--- config.mk ---
export PLATFORM = sky130hd
export DESIGN_NAME = mole_round_ctrl
export DESIGN_NICKNAME = d
export VERILOG_FILES = /design/src/rtl/mole_round_ctrl.sv
export SDC_FILE = /design/constraint.sdc
export NUM_CORES = 1
export LEC_CHECK = 0
export ABC_AREA = 0
export CORE_ASPECT_RATIO = 1.4
export CORE_MARGIN = 5
export CORE_UTILIZATION = 55
export DETAILED_ROUTE_END_ITERATION = 10
export PLACE_DENSITY = 0.89
export SLEW_MARGIN = 20
export SYNTH_ARGS = -nofsm -noshare
export SYNTH_HDL_FRONTEND = slang
export SYNTH_SLANG_ARGS = --single-unit
--- constraint.sdc ---
create_clock -name CLOCK_50 -period 3.6 [get_ports CLOCK_50]
set_input_delay 0.54 -clock CLOCK_50 [delete_from_list [all_inputs] [get_ports CLOCK_50]]
set_output_delay 0.54 -clock CLOCK_50 [all_outputs]
set_load 0.01 [all_outputs]
--- src/rtl/mole_round_ctrl.sv ---
// Whack-a-mole round controller: latches the drawn box, times the lit window, judges hits, tracks score/misses.
// Optional SPEEDUP_EN: the lit window shrinks by ON_STEP after every correct hit, floored at ON_MIN.
module mole_round_ctrl #(
  parameter int unsigned ON_CYCLES  = 50_000_000,
  parameter int unsigned GAP_CYCLES = 25_000_000,
  parameter int unsigned MAX_MISSES = 3,
  parameter int unsigned ON_STEP    = 5_000_000,
  parameter int unsigned ON_MIN     = 10_000_000
) (
  input  logic       CLOCK_50,
  input  logic       reset_signal,
  input  logic       start,
  input  logic [2:0] lfsr_address,
  input  logic       hit_valid,
  input  logic [2:0] hit_box,
  output logic [2:0] target_box,
  output logic       target_active,
  output logic       hit_pulse,
  output logic       miss_pulse,
  output logic [7:0] score,
  output logic [3:0] misses,
  output logic       game_over
);

  // Width also covers ON_MIN/ON_STEP so the shrink arithmetic never truncates.
  localparam int unsigned SPAN_A = (ON_CYCLES > GAP_CYCLES) ? ON_CYCLES : GAP_CYCLES;
  localparam int unsigned SPAN_B = (ON_MIN > ON_STEP) ? ON_MIN : ON_STEP;
  localparam int unsigned SPAN   = (SPAN_A > SPAN_B) ? SPAN_A : SPAN_B;
  localparam int unsigned CW     = $clog2(SPAN + 1);

  localparam logic [CW-1:0] ON_W     = CW'(ON_CYCLES);
  localparam logic [CW-1:0] GAP_LOAD = CW'(GAP_CYCLES - 1);
  localparam logic [3:0]    MAX_M    = 4'(MAX_MISSES);

  typedef enum logic [2:0] {IDLE, GAP, SHOW, HIT, MISS, OVER} state_t;

  state_t        state, next;
  logic [CW-1:0] cnt;
  logic [CW-1:0] win;
  logic [2:0]    drawn;
  logic          hit_ok;
  logic          new_game;

  assign drawn    = (lfsr_address >= 3'd1 && lfsr_address <= 3'd4) ? lfsr_address : 3'd1;
  assign hit_ok   = hit_valid && (hit_box == target_box);
  assign new_game = start && (state == IDLE || state == OVER);

  always_comb begin
    next = state;
    case (state)
      IDLE:    if (start) next = GAP;
      GAP:     if (cnt == '0) next = SHOW;
      SHOW: begin
        if (hit_ok)           next = HIT;
        else if (cnt == '0)   next = MISS;
      end
      HIT:     next = GAP;
      MISS:    next = (misses == MAX_M) ? OVER : GAP;
      OVER:    if (start) next = GAP;
      default: next = IDLE;
    endcase
  end

  always_ff @(posedge CLOCK_50 or posedge reset_signal) begin
    if (reset_signal) begin
      state         <= IDLE;
      cnt           <= '0;
      target_box    <= '0;
      target_active <= 1'b0;
      hit_pulse     <= 1'b0;
      miss_pulse    <= 1'b0;
      score         <= '0;
      misses        <= '0;
      game_over     <= 1'b0;
    end else begin
      state         <= next;
      target_active <= (next == SHOW);
      hit_pulse     <= (next == HIT);
      miss_pulse    <= (next == MISS);
      game_over     <= (next == OVER);

      // Counter reloads on every state change and counts down to 0 otherwise.
      if (next != state) begin
        case (next)
          GAP:     cnt <= GAP_LOAD;
          SHOW:    cnt <= win - CW'(1);
          default: cnt <= '0;
        endcase
      end else if (cnt != '0) begin
        cnt <= cnt - CW'(1);
      end

      if (next == GAP || next == OVER)
        target_box <= '0;
      else if (state == GAP && next == SHOW)
        target_box <= drawn;

      if (state == IDLE || new_game) begin
        score  <= '0;
        misses <= '0;
      end else if (state == SHOW && next == HIT) begin
        if (score != 8'hFF) score <= score + 8'd1;
      end else if (state == SHOW && next == MISS) begin
        misses <= misses + 4'd1;
      end
    end
  end

`ifdef SPEEDUP_EN
  localparam logic [CW-1:0] STEP_W = CW'(ON_STEP);
  localparam logic [CW-1:0] MIN_W  = CW'(ON_MIN);
  localparam logic [CW:0]   FLOOR  = {1'b0, MIN_W} + {1'b0, STEP_W};

  always_ff @(posedge CLOCK_50 or posedge reset_signal) begin
    if (reset_signal)
      win <= ON_W;
    else if (new_game)
      win <= ON_W;
    else if (state == HIT)
      win <= ({1'b0, win} >= FLOOR) ? win - STEP_W : MIN_W;
  end
`else
  assign win = ON_W;
`endif

endmodule

Yosys cells after proc, flatten, opt, wreduce, memory -nomap -nowiden
Index checks and enable logic that the tools add are counted.
{"block": "word_totals", "reg_bits": 48, "out_inout_bits": 19, "input_bits": 10, "wordCells": 67}
{"block": "op_classes", "add_sub_neg": 3, "order_cmp": 2, "reduce_logical": 20, "eq_ne": 15, "mux": 18}
{"operator": "2-to-1 mux 26 bit", "count": 2}
{"operator": "case mux 26 bit (2 select lines)", "count": 1}
{"operator": "logical NOT 26 bit", "count": 1}
{"operator": "nonzero test 26 bit", "count": 1}
{"operator": "subtractor 26 x 1 -> 26 bit (second input constant)", "count": 1}
{"operator": "2-to-1 mux 3 bit", "count": 8}
{"operator": "2-to-1 mux 8 bit", "count": 3}
{"operator": "case mux 3 bit (5 select lines)", "count": 1}
{"operator": "== test 3 x 2 -> 1 bit (second input constant)", "count": 4}
{"operator": "== test 3 bit (second input constant)", "count": 4}
{"operator": "2-to-1 mux 4 bit", "count": 3}
{"operator": "nonzero test 2 bit", "count": 5}
{"operator": "adder 8 x 1 -> 8 bit (second input constant)", "count": 1}
{"operator": "!= test 8 bit (second input constant)", "count": 1}
{"operator": "== test 3 x 1 -> 1 bit (second input constant)", "count": 2}
{"operator": "logical AND 1 bit", "count": 6}
{"operator": "adder 4 x 1 -> 4 bit (second input constant)", "count": 1}
{"operator": "== test 4 x 2 -> 1 bit (second input constant)", "count": 1}
{"operator": "AND reduction 2 bit", "count": 2}
{"operator": "== test 3 bit", "count": 1}
{"operator": ">= comparator 3 x 1 -> 1 bit (second input constant)", "count": 1}
{"operator": "<= comparator 3 bit (second input constant)", "count": 1}
{"operator": "logical NOT 3 bit", "count": 1}
{"operator": "logical OR 1 bit", "count": 3}
{"operator": "3 further kinds", "count": 3}

Logic depth before layout (Yosys ltp)
Gate-level depths: netlist of run 1.
{"block": "logic_depth", "ltp_word": 9, "depth_mapped": 9, "mapped_depth_nobuf": 7}

Worst setup path before layout of run 1
OpenSTA, ideal clock, no wires.
{"block": "synth_timing", "kind": "register -> register", "start": "register cnt[21]", "end": "register target_box[2]", "path_buffers": 2, "arrival_time_ns": 2.387, "setup_time_ns": 0.090, "slack_ns": 1.123, "path_stages_with_launch": 8, "cell_sequence": "dfrtp_1 -> or4_4 -> nand4bb_4 -> or3_1 -> buf_2 -> or3_1 -> buf_6 -> o31ai_4"}
{"block": "synth_via", "elab_chain_len": 7, "elab_cells_between_ends": 12}
{"item": "start, declared", "line_no": "38", "rtl": "logic [CW-1:0] cnt;"}
{"item": "start signal, assigned", "line_no": "86", "rtl": "SHOW: cnt <= win - CW'(1);"}
{"item": "start signal, assigned", "line_no": "90", "rtl": "cnt <= cnt - CW'(1);"}
{"item": "logical NOT 26 bit *", "line_no": "52, 55"}
{"item": "2-to-1 mux 3 bit", "line_no": "55", "rtl": "else if (cnt == '0) next = MISS;"}
{"item": "2-to-1 mux 3 bit", "line_no": "54", "rtl": "if (hit_ok) next = HIT;"}
{"item": "case mux 3 bit (5 select lines) *", "line_no": "50", "rtl": "case (state)"}
{"item": "== test 3 x 1 -> 1 bit, or another cell as far along", "line_no": "93", "rtl": "if (next == GAP || next == OVER)"}
{"item": "logical OR 1 bit or logical AND 1 bit (tied branches)", "line_no": "93, 95"}
{"item": "2-to-1 mux 3 bit or nonzero test 2 bit (tied branches)"}
{"item": "end signal, assigned", "line_no": "96", "rtl": "target_box <= drawn;"}
{"item": "end, declared", "line_no": "16", "rtl": "output logic [2:0] target_box,"}
Every way passes the cells marked *; elsewhere a longest branch is shown, timed or not.
A chain may end at the register's enable or synchronous reset.

Worst setup path after layout of run 1
{"block": "layout_timing", "start": "register cnt[0]", "end": "register target_box[2]"}
Same word-level chain as after synthesis.

==> flow_metrics.py, run 1 <==
metrics = {
    "clock_network": {
        "cts_inserted_buffers": 5,
        "h-tree-depth": 2,
        "cts_tree": "built",
        "cts_hold_buf": 0,
        "insertion_delay_ns": 0.31,
        "clk_pin_slew_ns": 0.09,
        "clock_sinks": 48,
        "cts-resized-gates": 0,
        "root_buffer": "clkbuf_8",
        "cts_buffer_depth": 2,
        "post-cts-setup-buffer-count": 0,
    },
    "global_routing": {
        "grt_overflow_total": 0,
        "antenna_found_initial": 0,
        "grt_pass1_wl_um": 10200,
        "grt_pass1_vias": 2186,
        "grt_use_total": 0.210,
        "grt_max_degree": 49,
    },
    "power": {
        "intPower_uw": 938,
        "clkPwrFrac": 0.241,
        "power.density_nw_per_um2": 451,
        "switching_share": 0.319,
        "p_switching_uw": 440,
        "vdd_drop_max_uv": 290,
        "p_leak_uw": 0.00119,
        "p_comb_frac": 0.210,
        "p_seq_frac": 0.549,
    },
    "synth": {
        "syn_area_per_cell_sq_um": 9.71,
        "netlist_area_sq_um": 2610,
        "async_flop_share": 1.00,
        "yosysUniqueCellTypes": 49,
        "synth_fp_nets": 282,
        "synth_edf_count": 0,
        "synth.top_cells.by_area": "dfrtp_1 (46%), xnor2_1 (6.7%), a21oi_1 (3.6%), nor2_1 (3.3%), o21ai_0 (2.9%)",
        "ys.warnings.count": 0,
        "synth-seq-area-share": 0.460,
        "synthCells": 269,
        "synth_ff_type": "dfrtp_1",
        "synth.top_cell.area_share": 0.460,
        "synth_largest_area_cell": "dfrtp_1",
        "synth_seq_cells": 48,
    },
    "die": {
        "die-area_sq_um": 6250,
        "die_w_um": 68.3,
        "placeableCoreArea_sq_um": 4570,
        "row_count": 29,
        "dieHeight_um": 91.5,
        "start_util": 0.571,
        "ios": 29,
    },
    "worst_setup_path": {
        "start_kind": "flop",
        "cp-end-kind": "flop",
        "path_cells": "inv_1 > ha_1 > nor4b_1 > nand2_1 > or3_1 > or3_1 > o31ai_4",
        "ff2ff_path_depth": 7,
        "ff2ff_setup_slack_ns": 0.83,
        "cp_max_fo": 10,
        "critPathMaxStageDelay_ns": 0.52,
        "crit_arrival_ns": 3.00,
        "path_common_cell": "or3_1",
        "cp.required_ns": 3.83,
        "critical_path_class": "reg2reg",
        "critPathSlowestCell": "or3_1",
    },
    "route": {
        "first_iter_violations": 140,
        "routedWlPerCell_um": 16.2,
        "drcViolationCount": 0,
        "first_pass_iters": 4,
        "via_per_inst": 6.00,
        "antenna_left": 0,
        "drt-total-wl_um": 5850,
        "vias": 2171,
    },
    "placed_design": {
        "post-dp-hpwl_um": 4480,
        "io_buffers": 28,
        "place.gp.congestion": 0.913,
        "place_area_sq_um": 2960,
    },
    "finish": {
        "multi_input_area_sq_um": 1350,
        "n_fill_cell": 372,
        "finalCoreUtilization": 0.668,
        "n_antenna_cell": 0,
        "area_growth_pct": 17.0,
        "nNetsFinal": 312,
        "drive_gt1_frac": 0.0733,
        "regArea_sq_um": 1200,
        "postLayoutCellArea_sq_um": 3060,
    },
    "run": {
        "drv_cap": 0,
    },
    "timing": {
        "fmax_ghz": 0.361,
        "fin_setup_tns_ns": 0,
        "drv_slew": 0,
        "fin_crit_ns": 2.77,
        "setup_viol": 0,
        "skew_ns": 0.00969,
        "tightest_slew_ns": 0.955,
        "slew_headroom": 0.362,
        "fin_crit_sh": 0.769,
        "hold_viol": 0,
        "grt_setup_unrepaired": "no",
    },
    "worst_hold_path": {
        "worstHoldPathType": "reg2reg",
        "hold_depth": 1,
    },
    "status": {
        "status": "complete, no violations",
    },
}
synth_stat cells, types with 5 or more instances:
cell,instances
dfrtp_1,48
nor2_1,23
xnor2_1,20
a21oi_1,19
nand2_1,16
o21ai_0,15
nor3_1,12
nand2b_1,9
or3_1,8
clkbuf_1,7
nor4_1,7
nand3_1,6
o22ai_1,6
xor2_1,6
inv_1,5
nand4_1,5
or4_1,5
metal layers:
metal / part of all wire / global-route usage
met5: 0 / 0
met4: 0.031 / 0.0846
met3: 0.042 / 0.0383
met2: 0.54 / 0.367
met1: 0.38 / 0.244
power groups by stage:
stage                     clock [uW]  sequential (uW)  combinational [uW]
after CTS                        342              753                 290
after floorplan                    0              731                 236
after global placement             0              756                 279
after detailed placement           0              762                 288
final                            332              757                 289
after global routing             363              772                 325
logic make-up (layout without fill, tap and decap cells):
group	after synthesis	in the layout	synth area share
DFF	48	48	0.460
buffers and inverters	14	45	0.0235
xor gates and xnor gates	26	26	0.0872
and+or+nand+nor	113	113	0.250
adders and majority gates	4	4	0.0182
AOI/OAI and AO/OA	61	61	0.149
muxes	3	3	0.0115
flip-flops by register name, summed over array words and instances, names as in the netlist:
name	count
game_over	1
score	8
target_box	3
miss_pulse	1
cnt	26
hit_pulse	1
misses	4
state	3
target_active	1
through the flow:
| step | hold slack (ns) | std cells | total power (uW) | setup WS (ns) |
|---|---|---|---|---|
| after CTS | 0.539 | 362 | 1390 | 0.824 |
| after global placement | 0.513 | 354 | 1040 | 0.957 |
| after floorplan | 0.524 | 269 | 967 | 1.12 |
| after detailed placement | 0.527 | 354 | 1050 | 0.835 |
| after global routing | 0.572 | 362 | 1460 | 0.672 |
| final | 0.534 | 362 | 1380 | 0.830 |
area by class of cell:
| cell class | instances | area share |
|---|---|---|
| clock buffers | 6 | 0.0270 |
| clock inverters | 2 | 0.00491 |
| inverters | 5 | 0.00614 |
| multi-input cells | 207 | 0.442 |
| flip-flops and latches | 48 | 0.393 |
| well taps | 62 | 0.0254 |
| repair buffers | 32 | 0.102 |
worst max-delay path: cells and delay by family (launching register included):
family,cells,cell delay (ns)
compound gates,1,0.25
flops,1,0.40
buf+inv,1,0.10
simple gates,4,1.74
fa+ha+maj,1,0.21
worst paths after layout:
kind | from | endpoint
max | cnt[0]$_DFFE_PP0P_ | target_box[2]$_DFFE_PP0P_
min | score[5]$_DFFE_PP0P_ | score[5]$_DFFE_PP0P_
max reg2reg | cnt[0]$_DFFE_PP0P_ | target_box[2]$_DFFE_PP0P_
min reg2reg | score[5]$_DFFE_PP0P_ | score[5]$_DFFE_PP0P_
max in group asynchronous | reset_signal | state[2]$_DFF_PP0_
min in group asynchronous | reset_signal | cnt[9]$_DFFE_PP0P_
cells in the final DEF (no fill, tap or decap), types with 2 or more instances in the layout:
cell type and instances:
o21a_1 3, nor4_1 7, or2_2 3, and3_1 2, nor2_1 23, dfrtp_1 48, o22ai_1 6, nor4b_1 3
a211o_1 2, nand4b_1 3, buf_4 4, nand4_1 5, ha_1 3, o31ai_1 2, mux2i_1 3, xnor2_1 20
nand2b_1 9, a21oi_1 19, inv_1 4, clkdlybuf4s50_1 28, o31a_1 2, nand3_1 6, xor2_1 6, or3_1 8
clkinvlp_4 2, nand2_1 16, o21ai_0 15, and4_1 2, and2_1 2, o211ai_1 2, o21ai_1 2, nor3_1 12
clkbuf_8 6, or4_1 5
No activity file was read; power rests on OpenSTA's default activity.
==> run 2, diff against run 1 <==
--- a/config.mk
+++ b/config.mk
@@ -8,9 +8,9 @@
 export ABC_AREA = 0
 export CORE_ASPECT_RATIO = 1.4
 export CORE_MARGIN = 5
-export CORE_UTILIZATION = 55
+export CORE_UTILIZATION = 51
 export DETAILED_ROUTE_END_ITERATION = 10
-export PLACE_DENSITY = 0.89
+export PLACE_DENSITY = 0.87
 export SLEW_MARGIN = 20
 export SYNTH_ARGS = -nofsm -noshare
 export SYNTH_HDL_FRONTEND = slang
==> constraint.sdc (replaced) <==
create_clock -name CLOCK_50 -period 2.25 [get_ports CLOCK_50]
set_input_delay 0.3375 -clock CLOCK_50 [delete_from_list [all_inputs] [get_ports CLOCK_50]]
set_output_delay 0.3375 -clock CLOCK_50 [all_outputs]
set_load 0.01 [all_outputs]
==> run 2 against run 1 <==
  * Clock-buffer cell count decreased by 1
  * Combinational power increased by 120%
  * Die area increased by 6.8%
  * Power increased by 80%
  * Fmax increased by 26%
  * Cell count increased by 12%
  * Non-clock buffer count increased by 42
  * Flip-flop and latch count unchanged
  * Sequential power increased by 60%
  * Critical path type unchanged
  * Critical endpoint is now misses[3]$_DFFE_PP0P_
==> flow_metrics.py, run 2 (synthesized netlist as in run 1, its figures left out) <==
metrics = {
    "status": {
        "status": "complete, no violations",
    },
    "route": {
        "via_per_inst": 5.77,
        "first_iter_violations": 97,
        "first_pass_iters": 5,
        "routedWlPerCell_um": 16.1,
        "vias": 2343,
        "drcViolationCount": 0,
        "drt-total-wl_um": 6550,
        "antenna_left": 0,
    },
    "finish": {
        "reg_top3": "cnt (26), score (8), misses (4)",
        "stdcell_count": 406,
        "layout_common_cells": "dfrtp_1 (48), buf_4 (45), clkdlybuf4s50_1 (28), nor2_1 (22), xnor2_1 (20)",
        "largest_reg_flops": 26,
        "max_flop_register": "cnt",
        "n_antenna_cell": 0,
        "final_common_cell": "dfrtp_1",
        "n_fill_cell": 330,
        "nNetsFinal": 354,
        "regArea_sq_um": 1200,
        "drive_gt1_frac": 0.225,
        "area_growth_pct": 33.3,
        "multi_input_area_sq_um": 1430,
        "finalCoreUtilization": 0.708,
    },
    "timing": {
        "slew_headroom": 0.666,
        "skew_ns": 0.0146,
        "tightest_slew_ns": 0.500,
        "setup_viol": 0,
        "fin_crit_ns": 2.20,
        "fmax_ghz": 0.456,
        "drv_slew": 0,
        "fin_hold_ws_ns": 0.377,
        "setup_ws_ns": 0.0549,
        "fin_crit_sh": 0.976,
        "grt_setup_unrepaired": "yes",
        "hold_viol": 0,
    },
    "placed_design": {
        "dp.cells": 397,
        "place.gp.congestion": 0.910,
        "place_ws_ns": -0.0913,
        "io_buffers": 28,
        "post-dp-hpwl_um": 4810,
    },
    "global_routing": {
        "gr-usage-met3": 0.0351,
        "grt_overflow_total": 0,
        "grt_pass1_vias": 2443,
        "met2_usage": 0.388,
        "use_met1": 0.222,
        "antenna_found_initial": 0,
        "grt_max_degree": 27,
        "grt_pass1_wl_um": 11000,
        "grt-busiest-layer": "met2",
        "grt_use_total": 0.204,
    },
    "worst_setup_path": {
        "crit_arrival_ns": 2.43,
        "start_kind": "flop",
        "cp_max_fo": 4,
        "ff2ff_setup_slack_ns": 0.05,
        "cp-end-kind": "flop",
        "critical_path_class": "reg2reg",
        "cp.required_ns": 2.49,
    },
    "die": {
        "dieHeight_um": 94.7,
        "start_util": 0.531,
        "die-area_sq_um": 6670,
        "die_w_um": 70.5,
        "row_count": 30,
        "ios": 29,
        "placeableCoreArea_sq_um": 4920,
    },
    "power": {
        "p_leak_uw": 0.00143,
        "vdd_drop_max_uv": 469,
        "power.density_nw_per_um2": 712,
    },
    "run": {
        "drv_cap": 0,
    },
    "clock_network": {
        "cts_tree": "built",
        "cts_buffer_depth": 2,
        "clk_pin_slew_ns": 0.09,
        "clock_sinks": 48,
        "h-tree-depth": 2,
        "root_buffer": "clkbuf_8",
        "cts_inserted_buffers": 5,
        "insertion_delay_ns": 0.31,
    },
    "worst_hold_path": {
        "worstHoldPathType": "in2async",
    },
}
==> run 2: cell types whose count changed in the layout (fill, tap and decap cells not counted), sizes merged <==
cell / previous run / this run
clkinvlp: 2 / 0
bufinv: 0 / 1
clkinv: 0 / 2
buf: 4 / 46
clkbuf: 6 / 5
==> run 2: worst paths after layout <==
kind | from | endpoint | cells after the start
setup / recovery | cnt[24]$_DFFE_PP0P_ | misses[3]$_DFFE_PP0P_ | 5
hold / removal | reset_signal | miss_pulse$_DFF_PP0_ | 2
setup reg to reg | cnt[24]$_DFFE_PP0P_ | misses[3]$_DFFE_PP0P_ | 5
hold reg to reg | score[5]$_DFFE_PP0P_ | score[5]$_DFFE_PP0P_ | 1
max in group asynchronous | reset_signal | target_box[0]$_DFFE_PP0P_ | 3
min in group CLOCK_50 | score[5]$_DFFE_PP0P_ | score[5]$_DFFE_PP0P_ | 1
==> run 2: power breakdown <==
group | leakage, uW | internal [uW] | total (uW) | switching (uW)
Clock | 0.0000583 | 335 | 639 | 304
Sequential | 0.000617 | 1010 | 1210 | 192
Combinational | 0.000758 | 353 | 635 | 282
Total | 0.00143 | 1700 | 2480 | 778
==> run 2: area by class of cell <==
type,instances,share of cell area
clock buffers,5,0.0198
clock inverters,3,0.0137
inverters,5,0.00539
multi-input cells,207,0.410
flip-flops and latches,48,0.345
well taps,64,0.0230
repair buffers,74,0.183
==> run 2: timing repair <==
item / in CTS / in global routing
endpoints found under the setup margin: 3 / 24
setup buffers: 0 / 1
hold buffers: 0 / 0
gates resized for setup: 3 / 11
pin swaps: 0 / 2
==> run 2: critical path, cell delays in order (launching register included) <==
cell and delay, ns:
dfrtp_1 0.38, or4_4 0.53, nand4bb_4 0.23, or4_4 0.52, or3_1 0.34, a21oi_2 0.14
==> run 2: layer usage <==
metal  wire [um]  share of wire  vias up
met3         214          0.033       11
met5           0              0        -
li1            -              -     1133
met1        2560           0.39     1147
met2        3680           0.56       52
met4          88          0.013        0
==> run 2: per-stage QoR <==
step	setup TNS [ns]	power, uW	instance area (sq um)
after global routing	-0.0188	2610	3480
after CTS	0	2460	3420
after detailed placement	-0.252	1810	3290
after global placement	-0.0438	1780	3290
final	0	2480	3480
after floorplan	-0.154	1550	2630
